## config.mk

```make
export PLATFORM = sky130hd
export DESIGN_NAME = seq_divider_1
export DESIGN_NICKNAME = d
export VERILOG_FILES = /design/src/rtl/seq_divider_1.sv
export SDC_FILE = /design/constraint.sdc
export NUM_CORES = 1
export LEC_CHECK = 0
export BUFFER_PORTS_ARGS = -buffer_cell sky130_fd_sc_hd__buf_2
export CAP_MARGIN = 20
export CORE_MARGIN = 2
export CORE_UTILIZATION = 45
export CTS_CLUSTER_SIZE = 8
export DETAILED_ROUTE_END_ITERATION = 10
export GPL_TIMING_DRIVEN = 0
export PLACE_DENSITY_LB_ADDON = 0.3
export SKIP_LAST_GASP = 1
export SLEW_MARGIN = 10
export SYNTH_ARGS = -nofsm -noshare
export SYNTH_HDL_FRONTEND = slang
export SYNTH_SLANG_ARGS = --single-unit
```

## constraint.sdc

```tcl
create_clock -name clk -period 2.4 [get_ports clk]
set_clock_uncertainty 0.15 [all_clocks]
set_input_delay 0.36 -clock clk [delete_from_list [all_inputs] [get_ports clk]]
set_output_delay 0.36 -clock clk [all_outputs]
set_load 0.03 [all_outputs]
```

## src/rtl/seq_divider_1.sv

```systemverilog
// ---------------------------------------------------------------------------
// seq_divider_1
// Sequential signed restoring divider. It divides a DIVIDEND_W-bit
// two's-complement dividend by a DIVISOR_W-bit two's-complement divisor,
// producing one quotient bit per clock, MSB first.
//
// It uses the same en / result_rdy handshake as booth_top_1, so one
// controller can drive both blocks in the same way.
//
// Optional build macro: DIV_ROUND_EN
//   When it is defined, the quotient is rounded to nearest, with ties
//   rounded away from zero. The remainder is then dividend - quotient*divisor.
//   When it is undefined, the quotient is truncated toward zero and no
//   rounding logic is built.
// ---------------------------------------------------------------------------
module seq_divider_1 #(
    parameter int DIVIDEND_W = 24,
    parameter int DIVISOR_W  = 12
) (
    input  logic                  clk,
    input  logic                  rst_n,
    input  logic                  en,
    input  logic [DIVIDEND_W-1:0] dividend,
    input  logic [DIVISOR_W-1:0]  divisor,
    output logic [DIVIDEND_W-1:0] quotient,
    output logic [DIVISOR_W-1:0]  remainder,
    output logic                  result_rdy,
    output logic                  busy,
    output logic                  div_by_zero
);

    // Control states: capture, magnitude setup, shift/subtract, sign fix-up
    typedef enum logic [1:0] {
        IDLE = 2'd0,
        LOAD = 2'd1,
        ITER = 2'd2,
        SIGN = 2'd3
    } state_t;

    localparam int CNT_W = (DIVIDEND_W > 1) ? $clog2(DIVIDEND_W) : 1;

    // Magnitude limits, held in DIVIDEND_W+1 bits so that 2^(DIVIDEND_W-1)
    // can be represented.
    localparam logic [DIVIDEND_W:0] MAX_POS_MAG = {2'b00, {(DIVIDEND_W-1){1'b1}}};
    localparam logic [DIVIDEND_W:0] MIN_NEG_MAG = {2'b01, {(DIVIDEND_W-1){1'b0}}};

    // Saturated two's-complement quotient values
    localparam logic [DIVIDEND_W-1:0] MAX_POS = {1'b0, {(DIVIDEND_W-1){1'b1}}};
    localparam logic [DIVIDEND_W-1:0] MIN_NEG = {1'b1, {(DIVIDEND_W-1){1'b0}}};

    // ------------------------------------------------------------------
    // State and datapath registers
    // ------------------------------------------------------------------
    state_t                state_q,       state_d;
    logic [DIVIDEND_W-1:0] dvd_in_q,      dvd_in_d;
    logic [DIVISOR_W-1:0]  dsr_in_q,      dsr_in_d;
    logic [DIVIDEND_W:0]   dvd_mag_q,     dvd_mag_d;
    logic [DIVISOR_W:0]    dsr_mag_q,     dsr_mag_d;
    logic [DIVISOR_W:0]    rem_q,         rem_d;
    logic [DIVIDEND_W:0]   quo_mag_q,     quo_mag_d;
    logic                  dvd_neg_q,     dvd_neg_d;
    logic                  dsr_neg_q,     dsr_neg_d;
    logic                  dz_q,          dz_d;
    logic [CNT_W-1:0]      cnt_q,         cnt_d;
    logic [DIVIDEND_W-1:0] quotient_q,    quotient_d;
    logic [DIVISOR_W-1:0]  remainder_q,   remainder_d;
    logic                  result_rdy_q,  result_rdy_d;
    logic                  busy_q,        busy_d;
    logic                  div_by_zero_q, div_by_zero_d;

    // ------------------------------------------------------------------
    // Magnitude conversion of the captured operands (used in LOAD)
    // ------------------------------------------------------------------
    logic [DIVIDEND_W:0] dvd_ext;
    logic [DIVIDEND_W:0] dvd_abs;
    logic [DIVISOR_W:0]  dsr_ext;
    logic [DIVISOR_W:0]  dsr_abs;
    logic                dsr_is_zero;

    assign dvd_ext     = {dvd_in_q[DIVIDEND_W-1], dvd_in_q};
    assign dvd_abs     = dvd_ext[DIVIDEND_W] ? -dvd_ext : dvd_ext;
    assign dsr_ext     = {dsr_in_q[DIVISOR_W-1], dsr_in_q};
    assign dsr_abs     = dsr_ext[DIVISOR_W] ? -dsr_ext : dsr_ext;
    assign dsr_is_zero = (dsr_in_q == '0);

    // ------------------------------------------------------------------
    // One restoring step: bring down the next dividend bit, then subtract
    // the divisor if the trial remainder is large enough. The partial
    // remainder is always below |divisor|, so the shifted value fits in
    // DIVISOR_W+1 bits.
    // ------------------------------------------------------------------
    logic [DIVISOR_W:0] trial;
    logic               take;

    assign trial = (rem_q << 1) | {{DIVISOR_W{1'b0}}, dvd_mag_q[DIVIDEND_W-1]};
    assign take  = (trial >= dsr_mag_q);

    // ------------------------------------------------------------------
    // Final result formation (used in SIGN)
    // ------------------------------------------------------------------
    logic [DIVIDEND_W:0]   q_mag_fin;
    logic [DIVISOR_W:0]    r_mag_fin;
    logic                  r_neg_fin;
    logic                  q_neg;
    logic                  q_sat;
    logic [DIVIDEND_W-1:0] fin_quotient;
    logic [DIVISOR_W-1:0]  fin_remainder;

    // Apply the sign rules, optional rounding and saturation to the unsigned iteration results
    always_comb begin
        q_mag_fin     = quo_mag_q;
        r_mag_fin     = rem_q;
        r_neg_fin     = dvd_neg_q;
        q_neg         = dvd_neg_q ^ dsr_neg_q;
        q_sat         = 1'b0;
        fin_quotient  = '0;
        fin_remainder = '0;

`ifdef DIV_ROUND_EN
        // Round half away from zero. The remainder then moves to the other
        // side of zero with magnitude |divisor| - |rem|.
        if ((rem_q << 1) >= dsr_mag_q) begin
            q_mag_fin = quo_mag_q + {{DIVIDEND_W{1'b0}}, 1'b1};
            r_mag_fin = dsr_mag_q - rem_q;
            r_neg_fin = ~dvd_neg_q;
        end
`endif

        if (q_neg) begin
            q_sat = (q_mag_fin > MIN_NEG_MAG);
        end else begin
            q_sat = (q_mag_fin > MAX_POS_MAG);
        end

        if (dz_q) begin
            fin_quotient  = dvd_neg_q ? MIN_NEG : MAX_POS;
            fin_remainder = '0;
        end else if (q_sat) begin
            fin_quotient  = q_neg ? MIN_NEG : MAX_POS;
            fin_remainder = '0;
        end else begin
            fin_quotient  = DIVIDEND_W'(q_neg ? -q_mag_fin : q_mag_fin);
            fin_remainder = DIVISOR_W'(r_neg_fin ? -r_mag_fin : r_mag_fin);
        end
    end

    // ------------------------------------------------------------------
    // Next-state and datapath control
    // ------------------------------------------------------------------
    // Sequence IDLE -> LOAD -> ITER x DIVIDEND_W -> SIGN, with LOAD going straight to SIGN on a zero divisor
    always_comb begin
        state_d       = state_q;
        dvd_in_d      = dvd_in_q;
        dsr_in_d      = dsr_in_q;
        dvd_mag_d     = dvd_mag_q;
        dsr_mag_d     = dsr_mag_q;
        rem_d         = rem_q;
        quo_mag_d     = quo_mag_q;
        dvd_neg_d     = dvd_neg_q;
        dsr_neg_d     = dsr_neg_q;
        dz_d          = dz_q;
        cnt_d         = cnt_q;
        quotient_d    = quotient_q;
        remainder_d   = remainder_q;
        result_rdy_d  = 1'b0;
        busy_d        = busy_q;
        div_by_zero_d = div_by_zero_q;

        case (state_q)
            IDLE: begin
                if (en) begin
                    dvd_in_d = dividend;
                    dsr_in_d = divisor;
                    busy_d   = 1'b1;
                    state_d  = LOAD;
                end
            end

            LOAD: begin
                dvd_neg_d = dvd_in_q[DIVIDEND_W-1];
                dsr_neg_d = dsr_in_q[DIVISOR_W-1];
                dvd_mag_d = dvd_abs;
                dsr_mag_d = dsr_abs;
                if (dsr_is_zero) begin
                    dz_d    = 1'b1;
                    state_d = SIGN;
                end else begin
                    dz_d      = 1'b0;
                    rem_d     = '0;
                    quo_mag_d = '0;
                    cnt_d     = CNT_W'(DIVIDEND_W - 1);
                    state_d   = ITER;
                end
            end

            ITER: begin
                rem_d     = take ? (trial - dsr_mag_q) : trial;
                quo_mag_d = (quo_mag_q << 1) | {{DIVIDEND_W{1'b0}}, take};
                dvd_mag_d = dvd_mag_q << 1;
                cnt_d     = cnt_q - CNT_W'(1);
                if (cnt_q == '0) begin
                    state_d = SIGN;
                end
            end

            SIGN: begin
                quotient_d    = fin_quotient;
                remainder_d   = fin_remainder;
                div_by_zero_d = dz_q;
                result_rdy_d  = 1'b1;
                busy_d        = 1'b0;
                state_d       = IDLE;
            end

            default: begin
                state_d = IDLE;
                busy_d  = 1'b0;
            end
        endcase
    end

    // ------------------------------------------------------------------
    // Registers; an asynchronous reset aborts any division in progress
    // ------------------------------------------------------------------
    // Update all state and datapath flops; reset clears them immediately
    always_ff @(posedge clk or negedge rst_n) begin
        if (!rst_n) begin
            state_q       <= IDLE;
            dvd_in_q      <= '0;
            dsr_in_q      <= '0;
            dvd_mag_q     <= '0;
            dsr_mag_q     <= '0;
            rem_q         <= '0;
            quo_mag_q     <= '0;
            dvd_neg_q     <= 1'b0;
            dsr_neg_q     <= 1'b0;
            dz_q          <= 1'b0;
            cnt_q         <= '0;
            quotient_q    <= '0;
            remainder_q   <= '0;
            result_rdy_q  <= 1'b0;
            busy_q        <= 1'b0;
            div_by_zero_q <= 1'b0;
        end else begin
            state_q       <= state_d;
            dvd_in_q      <= dvd_in_d;
            dsr_in_q      <= dsr_in_d;
            dvd_mag_q     <= dvd_mag_d;
            dsr_mag_q     <= dsr_mag_d;
            rem_q         <= rem_d;
            quo_mag_q     <= quo_mag_d;
            dvd_neg_q     <= dvd_neg_d;
            dsr_neg_q     <= dsr_neg_d;
            dz_q          <= dz_d;
            cnt_q         <= cnt_d;
            quotient_q    <= quotient_d;
            remainder_q   <= remainder_d;
            result_rdy_q  <= result_rdy_d;
            busy_q        <= busy_d;
            div_by_zero_q <= div_by_zero_d;
        end
    end

    assign quotient    = quotient_q;
    assign remainder   = remainder_q;
    assign result_rdy  = result_rdy_q;
    assign busy        = busy_q;
    assign div_by_zero = div_by_zero_q;

endmodule

```

* Word-level counts from Yosys, hierarchy flattened
Index checks and enable logic that the tools add are counted.
** Word-level totals
- Output and inout bits :: 39
- Word-level logic and storage cells :: 70
- Register bits after elaboration :: 159
** Cells by class
- $add $sub $neg :: 6
- Multiplexer cells :: 27
- Bitwise gates (word level) :: 3
- Reduce and logical (&&, ||, !) cells :: 9
- Magnitude comparators :: 3
- Equality and inequality tests :: 6
** Operators by type and width (count)
- $mux W24 :: 6
- $mux W12 :: 5
- $pmux W25 S2 :: 1
- $neg A24 Y24 :: 2
- $pmux W24 S2 :: 1
- $gt A25 B23 Y1 const B :: 1
- $gt A25 B24 Y1 const B :: 1
- $mux W25 :: 1
- $or A25 B1 Y25 :: 1
- $pmux W12 S2 :: 1
- $ge A13 B13 Y1 :: 1
- $mux W13 :: 1
- $neg A13 Y13 :: 1
- $or A13 B1 Y13 :: 1
- $logic_not A12 Y1 :: 1
- $neg A12 Y12 :: 1
- $sub A12 B12 Y12 :: 1
- $pmux W5 S2 :: 1
- $pmux W2 S4 :: 1
- $reduce_and A2 Y1 :: 4
- $ne A2 B2 Y1 const B :: 3
- $logic_not A5 Y1 :: 1
- $mux W1 :: 5
- $mux W5 :: 1
- other kinds (8) :: 11

* Depth between registers and ports, before layout
- Word-level depth :: 4
- Mapped depth :: 11

* Least setup slack after synthesis
No wires, ideal clock.
- Path kind :: register to register
- Start point :: reg rem_q[2], in the netlist r_mag_fin[2]
- End point :: reg rem_q[1], in the netlist r_mag_fin[1]
- Arrival :: 2.361 ns
- Cell stages (with the launch flop) :: 9
- Slack :: -0.248 ns
- Path buffers :: 1
- Data required time :: 2.113 ns
- Cells stage by stage :: dfrtp_1 ha_1 and3_1 a221o_1 o21ai_0 o21ai_1 clkbuf_1 mux2i_1 o22ai_1
** On the way
- Longest elaborated chain between the ends :: 4
** RTL lines
- start, declared :: line 59 : logic [DIVISOR_W:0] rem_q, rem_d;
- start signal, assigned :: line 250 : rem_q <= rem_d;
- $or A13 B1 Y13 :: line 95 : assign trial = (rem_q << 1) | {{DIVISOR_W{1'b0}}, dvd_mag_q[DIVIDEND_W-1]};
- $ge A13 B13 Y1 :: line 96 : assign take = (trial >= dsr_mag_q);
- $mux W12 :: line 197 : rem_d = take ? (trial - dsr_mag_q) : trial;
- $pmux W12 S2 :: line 169 : case (state_q)
Every way passes these cells.
A chain may end at the register's enable or synchronous reset.

* Worst setup path after layout
- Start point :: reg quo_mag_q[19], in the netlist q_mag_fin[19]
- End point :: reg quotient_q[6], in the netlist quotient[6]
** On the way
- Longest elaborated chain between the ends :: 4
- Elaborated cells between the ends (all ways) :: 5
- Classes of those cells :: order compare: 2; mux: 3
** RTL lines
- start, declared :: line 60 : logic [DIVIDEND_W:0] quo_mag_q, quo_mag_d;
- start signal, assigned :: line 251 : quo_mag_q <= quo_mag_d;
- $gt A25 B23 Y1 / $gt A25 B24 Y1 (equally long branches) :: line 132, 130
- $mux W1 (*) :: line 129 : if (q_neg) begin
- $mux W24 (*) :: line 138 : end else if (q_sat) begin
- $mux W24 (*) :: line 135 : if (dz_q) begin
- end signal, assigned :: line 256 : quotient_q <= quotient_d;
- end, declared :: line 65 : logic [DIVIDEND_W-1:0] quotient_q, quotient_d;
Mark *: on every way between the ends. The rest lies on a longest branch, timed or not.

==> impl_metrics.toml <==
[layout]
drive_above_1_share_pct = 32.1
synthToLayoutAreaGrowth_pct = 27.2
final_nets = 1042
diodes = 0
finalNonFillerCells = 1225
n_fill_cell = 1533

[outcome]
status = "finished, violations left"
violations = "setup timing"

[cts]
numCtsBuffers = 17
cts_max_path_buffers = 2
root_buffer = "clkbuf_16"
cts.sinks = 159
clk_pin_slew_ns = 0.06
cts_tree = "built"
h-tree-depth = 4
clk_latency_ns = 0.42

[placed_design]
gp_congestion = 0.878
pre_cts_ws_ns = -0.628
hpwl_mm = 13.4
dp.cells = 1154
io_buffers = 77

[sta]
period_needed_ns = 2.62
setup_slack_ns = -0.222
maxSlewHeadroom_pct = 47.0
worst_pin_slew_ns = 0.790
rsz0062_at_grt = "yes"
fmax_mhz = 381
hold_viol = 0
maxSlewViolCount = 0
finalSetupViolations = 41
min_period_over_period_pct = 109

[drt]
ant_nets = 0
drtIter0Drc = 432
drtPass1Iterations = 7
num_vias = 6789
wl_mm = 20.5
viasPerCell = 5.54
post_drt_wl_per_cell_um = 16.7
remaining_drc_errors = 0

[global_route]
grt_usage_pct = 20.4
grt_pass1_vias = 6601
grt.overflow.total = 0
grt_max_degree = 94
antenna_found_initial = 1
grt_pass1_wl_mm = 32.9

[critical_path]
worstSetupPathType = "reg2reg"
required_ns = 2.61
path_max_fanout = 5
arrival_ns = 2.83
endpoint_kind = "flip-flop"
start_kind = "flip-flop"

[power]
clkPwrFrac_pct = 17.3
worst_ir_drop_vdd_uv = 868
internal_power_mw = 9.61
switching_share_pct = 42.4
p_switching_mw = 7.07
p_seq_share_pct = 28.7
comb_power_share_pct = 54.0
p_leak_nw = 4.78
p_per_area_mw_per_mm2 = 1530

[logic_synthesis]
synthesis.area_mm2 = 0.00855
synth_edf_count = 0
synth_seq_cells = 159
synthCells = 842
synth_area_per_cell_um2 = 10.2
synthArstFlopShare_pct = 100
ys_seq_area_share_pct = 46.6
synth_cell_type_count = 57
yosys_warnings = 0
synth_fp_nets = 906
synthFlopType = "dfrtp_1"

[floorplanning]
fp.dieH_um = 142
rows = 50
core_mm2 = 0.0186
chipWidth_um = 142
num_io_pins = 78
die_area_mm2 = 0.0201
initial_core_util_pct = 45.8

[min_path]
hold_path.class = "in2reg"

[flow_run]
drv_cap = 0
==> flip-flops by register name, indices dropped and copies added, names as in the netlist <==
signal / count
q_mag_fin: 25
dvd_in_q: 24
dvd_mag_q: 24
quotient: 24
dsr_mag_q: 13
dsr_in_q: 12
r_mag_fin: 12
remainder: 12
cnt_q: 5
state_q: 2
busy: 1
div_by_zero: 1
dsr_neg_q: 1
dvd_neg_q: 1
dz_q: 1
result_rdy: 1
==> layout by cell type, fill, tap and decap left out, drive strengths merged, types with 8 or more instances in the layout <==
master       netlist  final
a211oi             9      9
a21oi             33     33
a22o              21     21
buf                3    120
clkbuf            49     62
dfrtp            159    159
dlygate4sd3        0      8
ha                24     24
inv               50     50
mux2              57     57
mux2i             13     13
nand2             67     67
nand3             12     12
nor2              40     40
nor3              12     12
o21a              17     17
o21ai             78     79
o22ai             13     13
o31ai             17     17
or4                8      8
xnor2             26     26
xor2              48     48
==> per-layer routing <==
| layer | vias to the layer above | track usage (%) | routed length [um] |
|---|---|---|---|
| met1 | 3335 | 26.9 | 9080 |
| li1 | 3269 | - | - |
| met4 | 0 | 5.84 | 300 |
| met2 | 161 | 34.4 | 10300 |
| met5 | - | 0 | 0 |
| met3 | 24 | 3.95 | 883 |
==> power groups by stage <==
| stage | sequential [mW] | clock (mW) | combinational, mW |
|---|---|---|---|
| final | 4.79 | 2.89 | 9.01 |
| after global routing | 4.95 | 3.05 | 9.91 |
| after CTS | 4.71 | 2.95 | 8.39 |
| after detailed placement | 4.73 | 0 | 7.69 |
| after global placement | 4.69 | 0 | 7.57 |
| after floorplan | 5.09 | 0 | 5.42 |
==> worst max-delay path, stage by stage, from the launching register on <==
cell and delay [ns]:
dfrtp_1 0.39, or4_4 0.55, or4_4 0.43, or3_4 0.38, a21oi_4 0.23, o21ai_2 0.14
o21ai_1 0.16, o21a_1 0.12
==> final cells by class <==
| class | count | area (um2) | share of cell area, % |
|---|---|---|---|
| buffer | 43 | 214 | 1.97 |
| clock buffer | 22 | 474 | 4.36 |
| clock inverter | 10 | 159 | 1.46 |
| inverter | 50 | 188 | 1.73 |
| multi-input combinational | 582 | 4730 | 43.5 |
| sequential | 159 | 3990 | 36.7 |
| tap | 234 | 293 | 2.69 |
| timing repair buffer | 125 | 818 | 7.53 |
==> logic make-up after synthesis <==
kind of cell,after synthesis,synth area share [%]
DFF,159,46.6
adders and majority gates,25,3.75
xor gates and xnor gates,74,7.58
AOI/OAI and AO/OA,225,17.5
buffers and inverters,102,4.66
muxes,70,9.03
and+or+nand+nor,187,11.0
==> Yosys cell counts (all sizes together) (7+ instances only) <==
cell type	count	area, um2
o21a	17	128
nand2b	7	43.8
nand2	67	251
a21o	7	52.6
nor3	12	65.1
xor2	48	420
o31ai	17	128
inv	50	188
xnor2	26	228
o22ai	13	81.3
nand4	7	43.8
a21oi	33	165
a22o	21	184
mux2i	13	130
o41ai	7	61.3
or4	8	67.6
o21ai	78	402
ha	24	300
dfrtp	159	3980
a211oi	9	108
nand3	12	60.1
mux2	57	642
nor2	40	158
clkbuf	49	184
==> path summary, 6_finish.rpt <==
kind	slack (ns)	depth (start not counted)	end	from
max	-0.22	7	quotient[6]$_DFFE_PN0P_	q_mag_fin[19]$_DFFE_PN0P_
min reg2reg	0.32	1	quotient[12]$_DFFE_PN0P_	quotient[12]$_DFFE_PN0P_
max reg2reg	-0.22	7	quotient[6]$_DFFE_PN0P_	q_mag_fin[19]$_DFFE_PN0P_
min	0.01	2	dvd_in_q[13]$_DFFE_PN0P_	dividend[13]
max in group asynchronous	0.94	3	dvd_in_q[14]$_DFFE_PN0P_	rst_n
min in group asynchronous	0.30	2	remainder[7]$_DFFE_PN0P_	rst_n
==> what timing repair did <==
action	4_1_cts	5_1_grt
cloned	2	1
gates resized for setup	86	68
pin swaps	24	26
endpoints found under the hold margin	73	0
hold buffers	8	0
buffers inserted	17	21
endpoints found under the setup margin	87	76
==> metrics by stage <==
step           power, mW  cell area [um2]  utilization (%)  hold slack [ns]  setup TNS, ns
3_5_place_dp        12.4             9300             49.9            0.199         -30.27
5_1_grt             17.9            10900             58.3          0.00239          -9.66
6_report            16.7            10900             58.3           0.0121          -6.07
2_1_floorplan       10.5             8590                -          -0.0856          -2.68
3_3_place_gp        12.3             9270             49.7            0.305        -286.51
4_1_cts             16.1            10500             56.2         0.000135          -5.30
No activity file was read; power rests on OpenSTA's default activity.
